## src/rtl/mem_arb_pkg.sv

```systemverilog
// Shared definitions for the unified-memory arbiter: FSM state encoding,
// the default fetch-starvation bound and the starvation counter width helper.
package mem_arb_pkg;

   localparam int STARVE_MAX_DEF = 4;

   typedef enum logic [2:0] {
      ST_IDLE    = 3'd0,
      ST_ISSUE_I = 3'd1,
      ST_WAIT_I  = 3'd2,
      ST_ISSUE_D = 3'd3,
      ST_WAIT_D  = 3'd4
   } arb_state_e;

   function automatic int starve_w(input int max);
      return (max < 1) ? 1 : $clog2(max + 1);
   endfunction

endpackage

```

## src/rtl/mem_arb_starve_cnt.sv

```systemverilog
// Saturating up-counter of data grants made while a fetch is waiting.
// sat tells the arbiter that data may no longer jump ahead of fetch.
module mem_arb_starve_cnt #(
   parameter int MAX = 4,
   parameter int W   = 3
) (
   input  logic clk,
   input  logic rst,
   input  logic inc,
   input  logic clr,
   output logic sat
);

   logic [W-1:0] cnt_q;
   logic [W-1:0] cnt_d;

   assign sat = (cnt_q >= W'(MAX));

   always_comb begin
      cnt_d = cnt_q;
      if (clr) begin
         cnt_d = '0;
      end else if (inc && !sat) begin
         cnt_d = cnt_q + W'(1);
      end
   end

   always_ff @(posedge clk or posedge rst) begin
      if (rst) begin
         cnt_q <= '0;
      end else begin
         cnt_q <= cnt_d;
      end
   end

endmodule

```

## src/rtl/mem_arbiter.sv

```systemverilog
// Serializes fetch and data requests onto one variable-latency memory port,
// data first with bounded fetch starvation, and discards flushed fetches.
module mem_arbiter
   import mem_arb_pkg::*;
#(
   parameter int STARVE_MAX = STARVE_MAX_DEF
) (
   input  logic        clk,
   input  logic        rst,
   input  logic        iReq,
   input  logic [15:0] iAddr,
   input  logic        iFlush,
   output logic        iDone,
   output logic [15:0] iData,
   output logic        iStall,
   input  logic        dRd,
   input  logic        dWr,
   input  logic [15:0] dAddr,
   input  logic [15:0] dWData,
   output logic        dDone,
   output logic [15:0] dRData,
   output logic        dStall,
   output logic        mRd,
   output logic        mWr,
   output logic [15:0] mAddr,
   output logic [15:0] mWData,
   input  logic        mStall,
   input  logic        mDone,
   input  logic [15:0] mRData
);

   arb_state_e  state_q, state_d;
   logic        kill_q, kill_d;
   logic        wr_q, wr_d;
   logic [15:0] addr_q, addr_d;
   logic [15:0] wdata_q, wdata_d;

   logic d_req, in_idle, d_win, i_win, starve_sat;

   assign d_req   = dRd | dWr;
   assign in_idle = (state_q == ST_IDLE);
   assign d_win   = in_idle & d_req & (~iReq | ~starve_sat);
   assign i_win   = in_idle & ~d_win & iReq & ~iFlush;

   mem_arb_starve_cnt #(
      .MAX (STARVE_MAX),
      .W   (starve_w(STARVE_MAX))
   ) u_starve (
      .clk (clk),
      .rst (rst),
      .inc (d_win & iReq),
      .clr (i_win | (in_idle & ~iReq)),
      .sat (starve_sat)
   );

   assign mAddr  = addr_q;
   assign mWData = wdata_q;
   assign iStall = iReq & ~iDone;
   assign dStall = d_req & ~dDone;

   always_comb begin
      state_d = state_q;
      kill_d  = kill_q;
      wr_d    = wr_q;
      addr_d  = addr_q;
      wdata_d = wdata_q;
      mRd     = 1'b0;
      mWr     = 1'b0;
      iDone   = 1'b0;
      iData   = '0;
      dDone   = 1'b0;
      dRData  = '0;
      case (state_q)
         ST_IDLE: begin
            if (d_win) begin
               state_d = ST_ISSUE_D;
               addr_d  = dAddr;
               wdata_d = dWData;
               wr_d    = dWr;
            end else if (i_win) begin
               state_d = ST_ISSUE_I;
               addr_d  = iAddr;
               wdata_d = '0;
               wr_d    = 1'b0;
            end
         end
         // A flush here withdraws the read before the memory can accept it.
         ST_ISSUE_I: begin
            if (iFlush) begin
               state_d = ST_IDLE;
            end else begin
               mRd = 1'b1;
               if (!mStall) state_d = ST_WAIT_I;
            end
         end
         ST_WAIT_I: begin
            if (mDone) begin
               state_d = ST_IDLE;
               kill_d  = 1'b0;
               if (!kill_q && !iFlush) begin
                  iDone = 1'b1;
                  iData = mRData;
               end
            end else if (iFlush) begin
               kill_d = 1'b1;
            end
         end
         ST_ISSUE_D: begin
            mWr = wr_q;
            mRd = ~wr_q;
            if (!mStall) state_d = ST_WAIT_D;
         end
         ST_WAIT_D: begin
            if (mDone) begin
               state_d = ST_IDLE;
               dDone   = 1'b1;
               dRData  = mRData;
            end
         end
         default: state_d = ST_IDLE;
      endcase
   end

   always_ff @(posedge clk or posedge rst) begin
      if (rst) begin
         state_q <= ST_IDLE;
         kill_q  <= 1'b0;
         wr_q    <= 1'b0;
         addr_q  <= '0;
         wdata_q <= '0;
      end else begin
         state_q <= state_d;
         kill_q  <= kill_d;
         wr_q    <= wr_d;
         addr_q  <= addr_d;
         wdata_q <= wdata_d;
      end
   end

endmodule

```

## config.mk

```make
export PLATFORM = sky130hd
export DESIGN_NAME = mem_arbiter
export DESIGN_NICKNAME = d
export VERILOG_FILES = /design/src/rtl/mem_arb_pkg.sv /design/src/rtl/mem_arb_starve_cnt.sv /design/src/rtl/mem_arbiter.sv
export SDC_FILE = /design/constraint.sdc
export NUM_CORES = 1
export LEC_CHECK = 0
export CAP_MARGIN = 5
export CORE_MARGIN = 1.5
export CORE_UTILIZATION = 30
export CTS_BUF_LIST = sky130_fd_sc_hd__clkbuf_4
export CTS_CLUSTER_SIZE = 25
export DETAILED_ROUTE_END_ITERATION = 12
export PLACE_DENSITY_LB_ADDON = 0.3
export SLEW_MARGIN = 20
export SYNTH_ARGS = -nofsm -noshare
export SYNTH_HDL_FRONTEND = slang
export SYNTH_SLANG_ARGS = --single-unit
```

## constraint.sdc

```tcl
create_clock -name clk -period 2.1 [get_ports clk]
set_input_delay 0.21 -clock clk [delete_from_list [all_inputs] [get_ports clk]]
set_output_delay 0.21 -clock clk [all_outputs]
set_load 0.005 [all_outputs]
```

Word-level counts from Yosys, hierarchy flattened
Index checks and enable logic that the tools add are counted.
{"block": "op_classes", "bitwise_logic": 19, "addsub": 1, "n_lt_le_gt_ge": 1, "n_reduce_logical": 13, "mux": 30, "eq_ne": 8}
{"op": "2-to-1 mux 16 bit", "count": 9}
{"op": "2-to-1 mux 3 bit", "count": 8}
{"op": "one-hot mux 3 bit (4 select lines)", "count": 1}
{"op": "2-to-1 mux 1 bit", "count": 11}
{"op": "bitwise AND 1 bit", "count": 9}
{"op": "inverter 1 bit", "count": 7}
{"op": "== test 3 x 2 -> 1 bit (second input constant)", "count": 2}
{"op": "nonzero test 2 bit", "count": 3}
{"op": "AND reduction 2 bit", "count": 2}
{"op": "AND reduction 4 bit", "count": 1}
{"op": "adder 3 x 1 -> 3 bit (second input constant)", "count": 1}
{"op": "== test 3 x 1 -> 1 bit (second input constant)", "count": 1}
{"op": "== test 3 bit (second input constant)", "count": 1}
{"op": "greater-or-equal comparator 3 bit (second input constant)", "count": 1}
{"op": "zero test 1 bit", "count": 3}
{"op": "zero test 3 bit", "count": 1}
{"op": "!= test 3 x 1 -> 1 bit (second input constant)", "count": 1}
{"op": "!= test 3 bit (second input constant)", "count": 1}
{"op": "bitwise OR 1 bit", "count": 3}
{"op": "logical AND 1 bit", "count": 2}
{"op": "!= test 2 x 1 -> 1 bit (second input constant)", "count": 1}
{"op": "!= test 2 bit (second input constant)", "count": 1}
{"op": "one-hot mux 1 bit (2 select lines)", "count": 1}
{"op": "OR reduction 2 bit", "count": 1}
{"block": "totals", "inputBits": 72, "elab_cells": 78, "reg_bits": 40, "output_inout_bits": 70}

Depth between registers and ports, before layout
Gate-level depths: netlist of the first run.
{"block": "logic_depth", "ltp_word": 11, "mapped_depth": 7, "mapped_depth_nobuf": 4}

Modules after synthesis
A second synthesis of the first run with hierarchy kept.
{"block": "unflattened", "hier_cells": 205, "area_unflattened_um2": 2210.9}
{"mod": "mem_arbiter", "n_inst": 1, "seq_area_each_um2": 925.9, "area_each_um2": 2029.4, "cells_per_inst": 188}
{"mod": "mem_arb_starve_cnt", "n_inst": 1, "seq_area_each_um2": 75.1, "area_each_um2": 181.4, "cells_per_inst": 17}

Least setup slack after synthesis of the first run
No wires, ideal clock.
{"block": "synth_path", "path_type": "reg-to-output", "startpoint": "reg state_q[2]", "endpoint": "out iData[10]", "arrival_time_ns": 1.327, "path_slack_ns": 0.563, "path_stages_with_launch": 7, "required_time_ns": 1.890, "path_buffers": 2, "cell_sequence": "dfrtp_1 > buf_6 > nor2_1 > nand3_1 > nor3_2 > buf_2 > and2_1"}
{"block": "synth_via", "elab_chain_len": 2}
{"element": "start: declaration", "line_no": "mem_arbiter.sv:32", "rtl": "arb_state_e state_q, state_d;"}
{"element": "start signal: assignment", "line_no": "mem_arbiter.sv:132", "rtl": "state_q <= state_d;"}
{"element": "== test 3 x 2 -> 1 bit", "line_no": "mem_arbiter.sv:73", "rtl": "case (state_q)"}
{"element": "2-to-1 mux 16 bit", "line_no": "mem_arbiter.sv:73"}
{"element": "end: declaration", "line_no": "mem_arbiter.sv:14", "rtl": "output logic [15:0] iData,"}
Every way passes these cells.

Worst setup path after layout of the first run
{"block": "layout_path", "startpoint": "reg state_q[0]", "endpoint": "out dRData[8]"}
{"block": "layout_via", "elab_chain_len": 2}
{"element": "== test 3 bit", "line_no": "mem_arbiter.sv:73"}
{"element": "2-to-1 mux 16 bit", "line_no": "mem_arbiter.sv:73"}
{"element": "end: declaration", "line_no": "mem_arbiter.sv:21", "rtl": "output logic [15:0] dRData,"}
Every way passes these cells.

==> results by stage, run 1 <==
Logic synthesis:
- By count the netlist is led by sky130_fd_sc_hd__dfrtp_1 (40), sky130_fd_sc_hd__and2_1 (32), sky130_fd_sc_hd__nand2_1 (23).
- The cell count after synthesis came out at about 210.
- After synthesis, the largest area contributor takes up 47.1% of total cell area.
- The number of enable flip-flop cells after synthesis is 0.
- Of all cell types, the one taking the most synthesized area is sky130_fd_sc_hd__dfrtp_1.
- The number of different library cells used by synthesis comes to 39.
- The flop and latch count out of synthesis is 40.
- The share of the Yosys chip area taken by registers is a little under half.
- The commonest register cell after synthesis is sky130_fd_sc_hd__dfrtp_1.
- Ranked by total cell area, the synthesized netlist is headed by sky130_fd_sc_hd__dfrtp_1 (47%), sky130_fd_sc_hd__and2_1 (9.4%), sky130_fd_sc_hd__mux2i_1 (7.5%), sky130_fd_sc_hd__nand2_1 (4.1%), sky130_fd_sc_hd__o21ai_0 (4.0%).
- The most common cell in the synthesized netlist is sky130_fd_sc_hd__dfrtp_1.
- Yosys printed 0 warnings.
- The mapped netlist covers around 2100 um^2.
- When the netlist entered floorplanning its net count stood at approximately 280.
- For this run, asynchronously set or reset flops after synthesis account for 100%.
- Dividing the synthesized area by the synthesized cell count gives between 10 and 15 um^2.

Clocking:
- The clock slew seen by the registers of the worst setup and hold paths is 0.12 ns.
- The H-tree was split into 2 levels.
- Counting every sink on the clock net gives 40.
- Counting along the longest clock path gives a buffer depth of 2.
- The root buffer selected by CTS is sky130_fd_sc_hd__clkbuf_4.
- TritonCTS built the clock tree.
- The CTS buffer count is 5.
- For the worst-skew pair, the clock arrives at the later sink with an insertion delay of between 0.3 and 0.4 ns.

Power and ir drop:
- Power comes to just over 4 mW.
- The cell leakage power is around 2 nW.
- The power per standard cell area is approximately 1000 nW/um^2.
- VDD sags by at most approximately 0.5 mV.

Worst setup path:
- Data on the critical path is required at its endpoint by 1.89 ns.
- The worst setup path is captured at an output port.
- Along the worst path, the maximum fanout reaches 5.
- The setup path with the least slack is of type reg2out.
- For the worst setup path, the data arrival time is 1.78 ns.
- The category of the worst setup path launch point is a flop.

Outcome:
- The flow ran to the end, and the final reports show no timing, DRC or antenna violations.

Final layout:
- The layout overhead on the synthesized area is 83.6%.
- The number of nets at the end of the flow is 440.
- The diode insertion count for antenna repair is 0.
- The share of post-route cells with drive strength above 1 is between 15 and 20%.

Floorplanning:
- Row generation in the floorplan step produced 30 rows.
- Once the floorplan was initialized, standard cells occupied between 30% and 40% of the core.
- The region available for standard cell placement spans 6830 um^2.
- roughly 140 I/O pins were placed.
- The height of the die is 87.2 um.
- The die footprint is 7600 um^2.
- The width of the die is approximately 87 um.

Routing:
- For this run, the detailed router's first-pass iteration total came to 4.
- The wire length reported by the detailed router is between 6000 and 7000 um.
- The remaining number of nets flagged by the antenna check after routing is 0.
- Dividing the detail-routed wire length by the instance count gives ~13 um.
- The violation count after the first detailed-routing iteration is 34.
- Dividing the detail-routed via count by the number of cells gives approximately 4.6.
- The number of remaining DRC errors is 0.
- The final route contains roughly 2100 vias.

Timing:
- Setup violations remaining at the end of the flow were counted as 0.
- Of the available clock period, the critical path in the final layout requires 94.8%.
- The actual transition at the worst max-transition pin is ~0.51 ns.
- The setup TNS is 0 ns.
- The worst clock skew is roughly 0.0053 ns.
- The minimum clock period after layout is roughly 2 ns.
- The timing-limited maximum frequency is ~500 MHz.
- The number of max-slew violations in the final report is 0.
- In this run the tightest slew margin relative to its limit is 66.3%.
- The number of endpoints with negative hold slack in the final report is 0.
- The smallest hold slack is roughly 0.29 ns.

GRT:
- Entering global routing, the biggest net connects 44 pins.
- The via count of the first global-routing pass was 2018.
- After global routing the overflow that remains totals 0.
- The initial antenna violation count is 0.
- The combined global-route utilization of all metal layers is 15.8%.
- The wire length of the first global-routing pass is slightly above 9000 um.

Placed design:
- The routability-driven placement congestion ratio is ~0.8.
- After legalization and detailed placement, the total HPWL measured around 4300 um.
- Buffers placed on the I/O ports in this run total between 100 and 150.

Hold path:
- The min-delay analysis places its worst path in the category in2async.

Job:
- Max-cap violations in this run came to 0.
## cells in the final DEF, fill, tap and decap left out, types with 2 or more instances in the layout
cell / instances
sky130_fd_sc_hd__dlygate4sd2_1: 8
sky130_fd_sc_hd__buf_4: 23
sky130_fd_sc_hd__clkdlybuf4s50_1: 104
sky130_fd_sc_hd__dfrtp_1: 39
sky130_fd_sc_hd__mux2i_1: 16
sky130_fd_sc_hd__a22o_1: 9
sky130_fd_sc_hd__clkbuf_4: 5
sky130_fd_sc_hd__nor2_1: 3
sky130_fd_sc_hd__and3_4: 4
sky130_fd_sc_hd__buf_12: 2
sky130_fd_sc_hd__o21ai_0: 17
sky130_fd_sc_hd__nor3b_1: 2
sky130_fd_sc_hd__a22o_2: 7
sky130_fd_sc_hd__clkdlybuf4s15_1: 3
sky130_fd_sc_hd__nand3_2: 2
sky130_fd_sc_hd__clkbuf_2: 6
sky130_fd_sc_hd__a21oi_1: 3
sky130_fd_sc_hd__dlymetal6s2s_1: 20
sky130_fd_sc_hd__nand3_1: 2
sky130_fd_sc_hd__ha_1: 2
sky130_fd_sc_hd__and2_1: 32
sky130_fd_sc_hd__a31oi_1: 4
sky130_fd_sc_hd__clkinv_1: 2
sky130_fd_sc_hd__inv_1: 4
sky130_fd_sc_hd__nand2_1: 23
sky130_fd_sc_hd__o21ai_1: 3
## cell type report
type	instances	area (um^2)
fill	628	2930
tap	96	120
timing repair buffer	166	1630
sequential	40	1000
inverter	4	15.0
multi-input combinational	149	1050
clock inverter	3	37.5
clock buffer	5	37.5
## through the flow
| stage | instances | instance area, um^2 | setup WS (ns) | util [%] |
|---|---|---|---|---|
| finish | 463 | 3900 | 0.109 | 57.1 |
| global route | 463 | 3900 | -0.0203 | 57.1 |
| floorplan | 205 | 2120 | 0.563 | - |
| CTS | 451 | 3760 | -0.00318 | 55.1 |
| detailed placement | 437 | 3650 | 0.0746 | 53.4 |
| global placement | 437 | 3650 | 0.102 | 53.4 |
## worst paths after layout
path	startpoint	cells past startpoint	to	slack, ns
max in group asynchronous	rst	3	state_q[1]	1.45
min reg2reg	mAddr[13]	2	mAddr[13]	0.49
min	rst	3	mWData[0]	0.29
max	state_q[0]	8	dRData[8]	0.11
min in group clk	mDone	2	kill_q	0.32
max reg2reg	state_q[0]	6	u_starve.cnt_q[1]	0.38
## state kept, by name, indices dropped and copies added (netlist names)
register,cells
mAddr,16
u_starve.cnt_q,3
state_q,3
kill_q,1
mWData,16
wr_q,1
## critical path, stage by stage (launching register included)
cell,delay [ns]
sky130_fd_sc_hd__dfrtp_1,0.40
sky130_fd_sc_hd__buf_4,0.15
sky130_fd_sc_hd__nor2_4,0.14
sky130_fd_sc_hd__buf_4,0.14
sky130_fd_sc_hd__and3_4,0.19
sky130_fd_sc_hd__buf_4,0.11
sky130_fd_sc_hd__buf_4,0.09
sky130_fd_sc_hd__and2_1,0.11
sky130_fd_sc_hd__dlymetal6s2s_1,0.12
## where the power goes
group	switching, mW	internal (mW)	leakage (nW)
Combinational	0.906	1.33	1.50
Clock	0.245	0.243	0.0403
Sequential	0.226	1.14	0.498
Total	1.38	2.71	2.04
## metal layers
layer	vias up	GRT usage, %	wire length (um)
li1	1043	-	-
met1	965	18.0	2530
met2	122	27.0	2890
met3	4	7.01	745
met4	0	4.33	42
met5	-	0	0
## logic make-up (layout without fill, tap and decap cells)
| family | count (synthesis) | after routing | share of synthesized area (%) |
|---|---|---|---|
| AOI/OAI and AO/OA | 52 | 52 | 17.4 |
| adders and majority gates | 2 | 2 | 1.18 |
| DFF | 40 | 40 | 47.1 |
| and+or+nand+nor | 76 | 79 | 20.4 |
| muxes | 16 | 16 | 7.54 |
| buffers and inverters | 19 | 178 | 6.36 |
## what timing repair did
item                       in CTS  in global routing
pin swaps                       1                  7
hold buffers                    0                  0
setup buffers                   5                 10
setup endpoints to repair      36                 22
resized for setup              23                 39
cloned                          1                  2
Note: power is estimated with default switching activity, not from simulation.
==> inputs of run 2 (changes only) <==
--- a/config.mk
+++ b/config.mk
@@ -6,7 +6,7 @@
 export NUM_CORES = 1
 export LEC_CHECK = 0
 export CAP_MARGIN = 5
-export CORE_MARGIN = 1.5
+export CORE_MARGIN = 5
 export CORE_UTILIZATION = 30
 export CTS_BUF_LIST = sky130_fd_sc_hd__clkbuf_4
 export CTS_CLUSTER_SIZE = 25
==> constraint.sdc (replaced) <==
create_clock -name clk -period 2.1 [get_ports clk]
set_input_delay 0.21 -clock clk [delete_from_list [all_inputs] [get_ports clk]]
set_output_delay 0.21 -clock clk [all_outputs]
set_load 0.02 [all_outputs]
==> run 2 against run 1 <==
  * Global-route usage down 1.6 points
  * Critical path type unchanged
  * Sequential cell count unchanged
  * Register-to-register slack improved by 0.08 ns
  * Highest routed layer unchanged
==> results by stage, run 2 (synthesized netlist as in run 1, its figures left out) <==
Outcome:
- The run finished with clean final reports.

Timing:
- For the finished layout, the period the worst path requires is 1.97 ns.
- Derived from the worst setup path, the maximum achievable clock frequency is slightly above 500 MHz.
- The final setup violation count is 0.
- The number of max-slew violations in the final report came to 0.
- After layout, the worst path uses a little over nine tenths of the clock period.
- The tightest slew margin relative to the limit is approximately two thirds.
- The actual transition at the worst max-transition pin is ~0.52 ns.
- The number of endpoints with negative hold slack in the final report is 0.
- Setup repair after global routing left no endpoint under its margin.
- The worst clock skew is ~0.0037 ns.

Placed design:
- At the end of routability-driven placement, the weighted congestion stood at 0.803.
- The HPWL after detailed placement is between 4000 and 5000 um.
- The cell count after placement is roughly 440.
- Summing all placed instances gives a cell area of ~3700 um^2.
- Input and output buffers added on the ports amount to around 140.

Floorplanning:
- The total area inside the core boundary comes to about 7000 um^2.
- The I/O pin count is approximately 140.
- The initial utilization of the core area, before any placement, comes to 31.1%.
- The width of the die is between 90 and 100 um.
- The height of the die is about 94 um.
- The die covers between 8000 and 9000 um^2.
- The floorplan has 30 rows.

Final layout:
- The most common cell after layout, fill and taps aside is sky130_fd_sc_hd__clkdlybuf4s50_1.
- After the last flow step, the layout net total stands at approximately 430.
- The finished cells cover ~3600 um^2.
- The top cell types in the final layout, fill and taps aside, are sky130_fd_sc_hd__clkdlybuf4s50_1 (103), sky130_fd_sc_hd__dfrtp_1 (40), sky130_fd_sc_hd__and2_1 (32).
- The diode insertion count for antenna repair is 0.
- Measured on the finished design, the core utilization comes to 53.3%.
- The total of fill cells in the finished design is 659.
- The share of post-route cells with drive strength above 1 is 15.3%.
- The layout overhead on the synthesized area is 71.4%.
- The count of non-filler cells in the finished layout is 450.

Clocking:
- The cts-stage hold buffer count is 0.
- The H-tree was split into 2 levels.
- Counting the buffers created by CTS gives 5.
- The buffer depth of the longest clock path is 2.
- Clock-pin slew was measured on the worst setup and hold paths at approximately 0.12 ns.
- The clock drives 40 sinks.
- The clock insertion delay at the later pin of the skew report is between 0.3 and 0.4 ns.
- The clock tree from TritonCTS is yes.
- The root buffer selected by CTS is sky130_fd_sc_hd__clkbuf_4.

Power and ir drop:
- Dividing total power by cell area gives a power density of approximately 1200 nW/um^2.
- IR analysis of the VDD net gives a maximum drop of a little under 0.7 mV.
- The cell leakage power is ~1.7 nW.

Worst setup path:
- The category of the worst setup path launch point is a flop.
- Along the worst path, the maximum fanout reaches 18.
- The startpoint of the worst register-to-register path is state_q[0].
- The most critical setup path has its startpoint at state_q[0].
- The setup path with the least slack is of type reg2out.
- Data on the critical path is required at its endpoint by roughly 1.9 ns.
- The worst setup path is captured at an output port.
- Data arrives at the worst endpoint at around 1.8 ns.

Routing:
- The per-cell routed wire length is 14.0 um.
- The wire length reported by the detailed router is approximately 6300 um.
- The violation count after the first detailed-routing iteration is 30.
- The count of nets left with antenna violations once routing finished came out at 0.
- The number of remaining DRC errors is 0.
- The first detailed-routing pass ran for 4 iterations.
- The total number of vias is about 2000.
- In the routed layout, each cell is associated on average with a via count of between 4 and 5.

GRT:
- In the global route stage, overall resource usage came out at between 10% and 20%.
- The wire length of the first global-routing pass is around 10000 um.
- The initial antenna violation count is 0.
- The remaining global-route overflow is 0.
- The via count of the first global-routing pass came to about 2200.
- Entering global routing, the biggest net connects roughly 40 pins.

Hold path:
- The worst min-delay path class is in2async.

Job:
- The number of maximum-capacitance violations is 0.
## run 2: changes by cell type in the layout (fill, tap and decap cells not counted), sizes merged
cell / change
clkdlybuf4s50: -1
clkdlybuf4s15: -3
dlygate4sd2: +13
clkbuf: +10
dlymetal6s2s: -19
buf: -10
and3: -3
## run 2: routing by layer
layer / track usage (%) / share of wire, % / vias up
met5: 0 / 0 / -
met4: 3.25 / 0.70 / 0
met3: 6.25 / 14 / 4
met2: 23.2 / 44 / 111
met1: 17.2 / 42 / 932
li1: - / - / 1011
## run 2: worst paths after layout
| path | end | slack [ns] | cells after the start |
|---|---|---|---|
| worst max-delay path | dRData[5] | 0.13 | 4 |
| worst min-delay path | mWData[0] | 0.30 | 3 |
| worst max register to register | u_starve.cnt_q[1] | 0.46 | 5 |
| worst min register to register | mAddr[7] | 0.50 | 2 |
| max in group asynchronous | mAddr[7] | 1.44 | 3 |
| min in group clk | mWData[10] | 0.47 | 2 |
## run 2: critical path, stage by stage (launching register included)
cell and delay [ns]:
sky130_fd_sc_hd__dfrtp_1 0.43, sky130_fd_sc_hd__nor2_1 0.21, sky130_fd_sc_hd__and3_4 0.31, sky130_fd_sc_hd__and2_1 0.14, sky130_fd_sc_hd__dlygate4sd2_1 0.34
## run 2: layout make-up
cell class,instances,area (um^2),area share (%)
inverter,4,15.0,0.412
tap,96,120,3.30
clock buffer,5,37.5,1.03
multi-input combinational,146,1010,27.6
clock inverter,3,42.5,1.17
sequential,40,1000,27.5
timing repair buffer,156,1420,39.0
## run 2: through the flow
step	setup TNS (ns)	total power, mW	hold slack (ns)	worst slack [ns]
after detailed placement	-0.0135	3.90	0.474	-0.0135
after global placement	0	3.86	0.459	0.0472
after global routing	0	4.66	0.313	0.0279
after CTS	0	4.40	0.293	0.0151
final	0	4.33	0.296	0.127
after floorplan	0	2.83	0.314	0.397
## run 2: report_power, final
group          internal [mW]  switching (mW)  leakage (nW)
clock network          0.249           0.259        0.0428
logic                   1.21            1.27          1.15
registers               1.13           0.210         0.500
total                   2.59            1.74          1.69
## run 2: timing repair
item | CTS | global route
buffers inserted | 0 | 0
gates cloned | 0 | 0
resized for setup | 39 | 33
endpoints found under the setup margin | 38 | 18
